<file path="config.mk">
export PLATFORM = sky130hd
export DESIGN_NAME = dmem_arbiter
export DESIGN_NICKNAME = d
export VERILOG_FILES = /design/src/rtl/dmem_arbiter.sv
export SDC_FILE = /design/constraint.sdc
export NUM_CORES = 1
export LEC_CHECK = 0
export ABC_AREA = 1
export ABC_CLOCK_PERIOD_IN_PS = 4000
export CAP_MARGIN = 0
export CORE_UTILIZATION = 40
export DETAILED_ROUTE_END_ITERATION = 12
export GPL_TIMING_DRIVEN = 0
export HOLD_SLACK_MARGIN = 0.12
export PLACE_DENSITY = 0.77
export SLEW_MARGIN = 20
export SYNTH_ARGS = -nofsm -noshare
export SYNTH_HDL_FRONTEND = slang
export SYNTH_SLANG_ARGS = --single-unit
</file>
<file path="constraint.sdc">
create_clock -name clk -period 4 [get_ports clk]
set_clock_uncertainty 0.15 [all_clocks]
set_input_delay 1 -clock clk [delete_from_list [all_inputs] [get_ports clk]]
set_output_delay 1 -clock clk [all_outputs]
set_load 0.005 [all_outputs]
</file>
<file path="src/rtl/dmem_arbiter.sv">
// Two-requester data-memory arbiter: one transaction at a time, fixed read latency, single response pulse.
// Optional macro DMEM_ARB_RR_EN selects round-robin tie-break; otherwise the core has fixed priority.
module dmem_arbiter #(
    parameter int AW     = 32,
    parameter int DW     = 32,
    parameter int RD_LAT = 0
) (
    input  logic          clk,
    input  logic          rst,
    input  logic          core_req,
    input  logic          core_wr,
    input  logic [AW-1:0] core_addr,
    input  logic [DW-1:0] core_wdata,
    input  logic [2:0]    core_func3,
    output logic          core_gnt,
    output logic          core_rvalid,
    input  logic          dma_req,
    input  logic          dma_wr,
    input  logic [AW-1:0] dma_addr,
    input  logic [DW-1:0] dma_wdata,
    input  logic [2:0]    dma_func3,
    output logic          dma_gnt,
    output logic          dma_rvalid,
    output logic [DW-1:0] rdata,
    output logic          rerr,
    output logic          mem_read,
    output logic          mem_wr,
    output logic [AW-1:0] mem_addr,
    output logic [DW-1:0] mem_wdata,
    output logic [2:0]    mem_func3,
    input  logic [DW-1:0] mem_rdata,
    output logic          busy
);

    localparam logic [1:0] S_IDLE   = 2'd0;
    localparam logic [1:0] S_ACCESS = 2'd1;
    localparam logic [1:0] S_WAIT   = 2'd2;
    localparam logic [1:0] S_RESP   = 2'd3;
    localparam logic [2:0] LAT      = 3'(RD_LAT);

    logic [1:0]    r_state;
    logic          r_owner_core;
    logic [2:0]    r_lat_cnt;
    logic          r_wr;
    logic          r_misal;
    logic [AW-1:0] r_addr;
    logic [DW-1:0] r_wdata;
    logic [DW-1:0] r_rdata;
    logic [2:0]    r_func3;

    logic          w_idle;
    logic          w_pick_core;
    logic          w_pick_dma;
    logic          w_accept;
    logic          w_sel_wr;
    logic [AW-1:0] w_sel_addr;
    logic [DW-1:0] w_sel_wdata;
    logic [2:0]    w_sel_func3;
    logic          w_drive;
    logic          w_capture;

    function automatic logic f_misaligned(input logic [2:0] f3, input logic [1:0] a);
        return ((f3[1:0] == 2'b01) && a[0]) || ((f3[1:0] == 2'b10) && (a != 2'b00));
    endfunction

    assign w_idle = (r_state == S_IDLE);

`ifdef DMEM_ARB_RR_EN
    // On a tie the requester that did not own the last transaction wins.
    assign w_pick_core = core_req & (~dma_req | ~r_owner_core);
`else
    assign w_pick_core = core_req;
`endif
    assign w_pick_dma  = dma_req & ~w_pick_core;

    assign core_gnt = w_idle & w_pick_core;
    assign dma_gnt  = w_idle & w_pick_dma;
    assign w_accept = core_gnt | dma_gnt;

    assign w_sel_wr    = w_pick_core ? core_wr    : dma_wr;
    assign w_sel_addr  = w_pick_core ? core_addr  : dma_addr;
    assign w_sel_wdata = w_pick_core ? core_wdata : dma_wdata;
    assign w_sel_func3 = w_pick_core ? core_func3 : dma_func3;

    assign w_capture = ((r_state == S_ACCESS) && !r_misal && !r_wr && (LAT == 3'd0)) ||
                       ((r_state == S_WAIT) && (r_lat_cnt == 3'd1));

    always_ff @(posedge clk or negedge rst) begin
        if (!rst) begin
            r_state      <= S_IDLE;
            r_owner_core <= 1'b0;
            r_lat_cnt    <= 3'd0;
            r_wr         <= 1'b0;
            r_misal      <= 1'b0;
        end else begin
            case (r_state)
                S_IDLE: begin
                    if (w_accept) begin
                        r_owner_core <= w_pick_core;
                        r_wr         <= w_sel_wr;
                        r_misal      <= f_misaligned(w_sel_func3, w_sel_addr[1:0]);
                        r_state      <= S_ACCESS;
                    end
                end
                S_ACCESS: begin
                    if (r_misal || r_wr || (LAT == 3'd0)) begin
                        r_state <= S_RESP;
                    end else begin
                        r_lat_cnt <= LAT;
                        r_state   <= S_WAIT;
                    end
                end
                S_WAIT: begin
                    if (r_lat_cnt == 3'd1) begin
                        r_lat_cnt <= 3'd0;
                        r_state   <= S_RESP;
                    end else begin
                        r_lat_cnt <= r_lat_cnt - 3'd1;
                    end
                end
                default: r_state <= S_IDLE;
            endcase
        end
    end

    // Request fields and read data need no reset: every output using them is gated by state.
    always_ff @(posedge clk) begin
        if (w_accept) begin
            r_addr  <= w_sel_addr;
            r_wdata <= w_sel_wdata;
            r_func3 <= w_sel_func3;
            r_rdata <= '0;
        end else if (w_capture) begin
            r_rdata <= mem_rdata;
        end
    end

    assign w_drive   = (r_state == S_ACCESS) || (r_state == S_WAIT);
    assign mem_read  = ((r_state == S_ACCESS) && !r_misal && !r_wr) || (r_state == S_WAIT);
    assign mem_wr    = (r_state == S_ACCESS) && !r_misal && r_wr;
    assign mem_addr  = w_drive ? r_addr  : '0;
    assign mem_wdata = w_drive ? r_wdata : '0;
    assign mem_func3 = w_drive ? r_func3 : 3'd0;

    assign core_rvalid = (r_state == S_RESP) && r_owner_core;
    assign dma_rvalid  = (r_state == S_RESP) && !r_owner_core;
    assign rdata       = (r_state == S_RESP) ? r_rdata : '0;
    assign rerr        = (r_state == S_RESP) && r_misal;
    assign busy        = !w_idle;

endmodule

</file>
==> results.yml, run 1 <==
status:
  status: "finished clean"
placed_design:
  place_area_um2: 8580
  gp_congestion: 0.824
  dp_slack_ns: 0.426
  port_buffers: 278
  dpl.hpwl_mm: 12.4
yosys:
  netlist_area_um2: 5550
  synth.yosys.seq_area_share_pct: 51.4
  yosysTopAreaCell: "edfxtp_1"
  yosys-top-cells-area: "edfxtp_1 (36%), nand2_1 (26%), dfxtp_1 (12%)"
  synth_top_cell_area_share_pct: 36.2
  avgSynthCellArea_um2: 7.13
  synth_cell_types: 21
  synth_cells: 778
  async_flop_share_pct: 7.48
  synthesis.nets: 957
  synth_edf_count: 67
  yosysMostFrequentCell: "nand2_1"
  synth_warnings: 0
  synth_ff_type: "edfxtp_1"
  synth-seq-cells: 107
  synthTopCellsByCount: "nand2_1 (391), inv_1 (150), nor2_1 (68), edfxtp_1 (67), dfxtp_1 (32)"
layout:
  antenna_cells: 0
  final_area_um2: 8870
  area_growth_syn_to_layout_pct: 59.8
  layout-drive-gt1-share_pct: 4.47
  fill_cells: 1186
  final_core_util_pct: 66.2
  nets: 1247
detailed_routing:
  viasPerCell: 4.26
  drtIter0Drc: 219
  drt_pass1_iterations: 4
  drt.antenna.violating_nets: 0
  vias: 5319
  finalWirelength_mm: 15.8
  wl_per_cell_um: 12.6
  drc_errors: 0
setup_path:
  critPathRequiredTime_ns: 2.85
  startpoint: "r_state[0]"
  cpPeakStageDelay_ns: 0.55
  crit_type: "flop to primary output"
  rr_worst_depth: 8
  crit_end: "mem_wdata[15]"
  critical_path.cell_chain: "inv_1, ha_1, clkbuf_1, buf_2, buf_2, nand2_1, inv_1, clkdlybuf4s50_1"
  cp-start-kind: "flop"
  critPathMaxFanout: 10
  r2r-end: "r_addr[25]"
  timing.rr.start: "r_state[0]"
  end_kind: "primary output"
  cp_num_cells: 8
  cp_top_family: "buffers and inverters"
  critPathSlowestCell: "clkdlybuf4s50_1"
  path_buf_inv: 6
  crit_arrival_ns: 2.58
  rrSetupSlack_ns: 1.77
clock_network:
  cts_root_buf: "clkbuf_16"
  hold_buffers: 0
  path_clk_slew_ns: 0.07
  clock_sinks: 107
  h-tree-depth: 3
  ctsResizeCount: 0
  post-cts-setup-buffers: 0
  clk_path_buf_depth: 2
  cts_made_buffers: 9
  cts_tree: "done"
  clock_latency_ns: 0.35
timing:
  fmax_ghz: 0.268
  finalWorstSetupSlack_ns: 0.271
  finalCritPeriodShare_pct: 93.2
  tns_ns: 0
  final-hold-violation-count: 0
  worstMarginPinSlew_ns: 0.461
  setup_violations: 0
  drv_slew: 0
  slew_headroom_pct: 69.3
  rsz0062_at_grt: "false"
  min_period_ns: 3.73
die:
  initial_core_util_pct: 41.4
  num_io_pins: 279
  chipWidth_um: 120
  placementRows: 42
  die_area_um2: 14400
  core_um2: 13400
  die_h_um: 120
pwr:
  power_w: 0.00570
  p_leak_nw: 4.69
  ir_drop_mv: 0.251
  power.density_nw_per_um2: 643
global_route:
  grt-ovfl-total: 0
  grt_pass1_wl_mm: 24.9
  antenna_found_initial: 1
  grt_max_degree: 62
  grtUsageTotal_pct: 22.7
  grt_pass1_vias: 5011
job:
  max_cap_violations: 0
worst_hold_path:
  holdCritPathClass: "flop to flop"
-- logic make-up (layout without fill, tap and decap cells) --
family / after synthesis / after routing / synth area share (%)
AO/OA/AOI/OAI: 10 / 10 / 1.10
adder cells (fa/ha/maj): 7 / 7 / 1.58
buffers and inverters: 188 / 483 / 14.0
flip-flops: 107 / 107 / 51.4
AND/OR/NAND/NOR: 466 / 466 / 31.9
-- worst reg2reg max path: cells and delay by family (launching register included) --
family	cells	cell delay, ns
flops	1	0.41
simple gates	3	0.35
fa+ha+maj	1	0.17
buf+inv	4	0.75
-- sequential cells by signal, summed over array words and instances (netlist names) --
signal,count
r_state,2
r_func3,3
r_addr,32
r_misal,1
r_lat_cnt,3
r_wdata,32
r_rdata,32
r_wr,1
r_owner_core,1
-- placed cells by master, fill, tap and decap left out, drive strengths merged, types with 2 or more instances in the layout --
master and n:
nand2 391, clkdlybuf4s50 278, inv 152, nor2 70, edfxtp 67, dfxtp 32
buf 28, clkbuf 19, dfrtp 8, ha 7, o21ai 7, clkinv 5
a21oi 3, nand3 2
-- routing by layer --
| layer | vias to the layer above | global-route usage [%] | share of wire, % |
|---|---|---|---|
| met5 | - | 0 | 0.070 |
| met4 | 2 | 7.66 | 1.9 |
| met1 | 2287 | 25.0 | 39 |
| met2 | 184 | 40.5 | 51 |
| met3 | 21 | 7.79 | 8.7 |
| li1 | 2825 | - | - |
-- worst min-delay path by stage --
stage                     slack [ns]  cells after the start          from      endpoint
after detailed placement        0.32                      2   r_rdata[23]   r_rdata[23]
after global routing            0.36                      2    r_rdata[0]    r_rdata[0]
final                           0.33                      2    r_rdata[4]    r_rdata[4]
after CTS                       0.34                      2   r_rdata[16]   r_rdata[16]
after floorplan                 0.30                      2  r_lat_cnt[1]  r_lat_cnt[1]
after global placement          0.31                      2   r_rdata[22]   r_rdata[22]
-- through the flow --
step / std cells / hold WS (ns)
3_3_place_gp: 1232 / 0.313
6_report: 1249 / 0.334
4_1_cts: 1249 / 0.337
2_1_floorplan: 778 / 0.303
5_1_grt: 1249 / 0.358
3_5_place_dp: 1233 / 0.321
-- area by class of cell --
class / count / area [um2] / share of cell area (%)
clock buffer: 10 / 229 / 2.58
inverter: 152 / 573 / 6.46
clock inverter: 6 / 56.3 / 0.635
buffer: 36 / 206 / 2.33
multi-input combinational: 483 / 1920 / 21.7
tap: 176 / 220 / 2.48
timing repair buffer: 279 / 2810 / 31.7
sequential: 107 / 2850 / 32.2
-- report_power, final --
group	internal (W)	switching [W]	total [W]
Clock	0.000481	0.000403	0.000884
Sequential	0.00157	0.000134	0.00171
Combinational	0.00159	0.00152	0.00311
Total	0.00365	0.00206	0.00570
No activity file was read; power rests on OpenSTA's default activity.
==> inputs of run 2 (changes only) <==
--- a/config.mk
+++ b/config.mk
@@ -8,6 +8,7 @@
 export ABC_AREA = 1
 export ABC_CLOCK_PERIOD_IN_PS = 4000
 export CAP_MARGIN = 0
+export CORE_MARGIN = 2
 export CORE_UTILIZATION = 40
 export DETAILED_ROUTE_END_ITERATION = 12
 export GPL_TIMING_DRIVEN = 0
==> run 2 against run 1 <==
Net effect: first-iteration DRC count down 6.8%; total power down 0.87%; cell count up 0.40%; sequential power about the same; sequential share of layout area about the same; utilization down 1.5 points; worst hold slack worse by 0.00083 ns; final area about the same; sequential cell count unchanged; clock power down 4.4%; critical endpoint is now mem_wdata[17]; highest routed layer is now met4.
==> results.yml, run 2 (synthesis gave the netlist of run 1 again) <==
clock_network:
  h-tree-depth: 3
  post-cts-setup-buffers: 0
  clk_path_buf_depth: 2
  path_clk_slew_ns: 0.07
  cts_tree: "done"
  clock_latency_ns: 0.35
  cts_root_buf: "clkbuf_16"
  hold_buffers: 0
  clock_sinks: 107
  cts_made_buffers: 9
  ctsResizeCount: 0
setup_path:
  crit_type: "flop to primary output"
  crit_arrival_ns: 2.59
  cpPeakStageDelay_ns: 0.55
  critPathMaxFanout: 10
  end_kind: "primary output"
  critPathRequiredTime_ns: 2.85
  critPathSlowestCell: "clkdlybuf4s50_1"
  critical_path.cell_chain: "inv_1, ha_1, clkbuf_1, buf_2, buf_2, nand2_1, inv_1, clkdlybuf4s50_1"
  cp-start-kind: "flop"
  rr_worst_depth: 8
global_route:
  grt_pass1_wl_mm: 24.2
  grtUsageTotal_pct: 21.2
  antenna_found_initial: 2
  grt_pass1_vias: 4985
  grt-ovfl-total: 0
  grt_max_degree: 60
layout:
  layout_commonest_cell: "nand2_1"
  final_cell_mix: "nand2_1 (391), clkdlybuf4s50_1 (278), inv_1 (149)"
  area_growth_syn_to_layout_pct: 59.8
  final_core_util_pct: 64.7
  fill_cells: 1201
  final_area_um2: 8870
  nets: 1247
  reg_top3: "r_addr: 32 flops, r_rdata: 32 flops, r_wdata: 32 flops"
  layout-drive-gt1-share_pct: 4.66
timing:
  tns_ns: 0
  min_period_ns: 3.74
  worstMarginPinSlew_ns: 0.480
  final-hold-violation-count: 0
  finalCritPeriodShare_pct: 93.4
  drv_slew: 0
  slew_headroom_pct: 68.0
  setup_violations: 0
  fmax_ghz: 0.268
  rsz0062_at_grt: "false"
  hold_slack_ns: 0.333
die:
  placementRows: 43
  die_h_um: 122
  core_um2: 13700
  chipWidth_um: 122
  die_area_um2: 14800
  num_io_pins: 279
  initial_core_util_pct: 40.5
worst_hold_path:
  holdCritPathClass: "flop to flop"
  hold_depth: 2
detailed_routing:
  drtIter0Drc: 204
  drt_pass1_iterations: 4
  finalWirelength_mm: 15.6
  wl_per_cell_um: 12.4
  vias: 5310
  drc_errors: 0
  viasPerCell: 4.23
  drt.antenna.violating_nets: 0
job:
  max_cap_violations: 0
pwr:
  p_leak_nw: 4.69
  power.density_nw_per_um2: 637
  ir_drop_mv: 0.275
placed_design:
  gp_congestion: 0.801
  place_area_um2: 8590
  dpl.hpwl_mm: 12.3
  port_buffers: 278
status:
  status: "finished clean"
[run 2: changes by cell type in the layout (fill, tap and decap cells not counted), sizes merged]
cell and delta:
clkinvlp +1, diode +1, inv +1, clkbuf +2
clkinv -3, bufinv -1
[run 2: metal layers]
metal  routed length (um)  up-vias  GRT usage, %
met5                    0        -             0
met4                  459        0          9.12
met3                 1570       28          7.96
met2                 7800      186          37.6
met1                 5730     2268          22.6
li1                     -     2828             -
[run 2: area by class of cell]
type / count / area, um2 / area share, %
flip-flops and latches: 107 / 2850 / 32.2
repair buffers: 279 / 2810 / 31.7
multi-input cells: 483 / 1920 / 21.7
inverters: 152 / 573 / 6.46
clock buffers: 12 / 256 / 2.89
well taps: 180 / 225 / 2.54
plain buffers: 36 / 206 / 2.33
clock inverters: 4 / 23.8 / 0.268
diodes: 1 / 2.50 / 0.0282
[run 2: metrics by stage]
step,power (W),instances,setup slack [ns]
CTS,0.00573,1253,0.195
global placement,0.00482,1236,-0.588
finish,0.00565,1254,0.265
floorplan,0.00316,778,0.548
global route,0.00612,1254,0.0605
detailed placement,0.00487,1237,0.456
[run 2: worst paths after layout]
check                      startpoint  slack (ns)             to
setup / recovery           r_state[0]        0.26  mem_wdata[17]
hold / removal             r_rdata[5]        0.33     r_rdata[5]
setup reg to reg           r_state[0]        1.79     r_wdata[6]
hold reg to reg            r_rdata[5]        0.33     r_rdata[5]
max in group asynchronous         rst        2.67   r_lat_cnt[0]
min in group asynchronous         rst        0.77     r_state[1]
[run 2: critical path: cells and delay by family (launching register included)]
family / cells / cell delay (ns)
and+or+nand+nor: 1 / 0.07
DFF: 1 / 0.40
adders and majority gates: 1 / 0.28
buffers and inverters: 6 / 1.47
[run 2: power breakdown]
group / switching, W / internal [W] / leakage [nW] / total, W
registers: 0.000135 / 0.00157 / 0.985 / 0.00171
clock network: 0.000390 / 0.000455 / 0.139 / 0.000845
logic: 0.00151 / 0.00159 / 3.56 / 0.00310
total: 0.00203 / 0.00362 / 4.69 / 0.00565
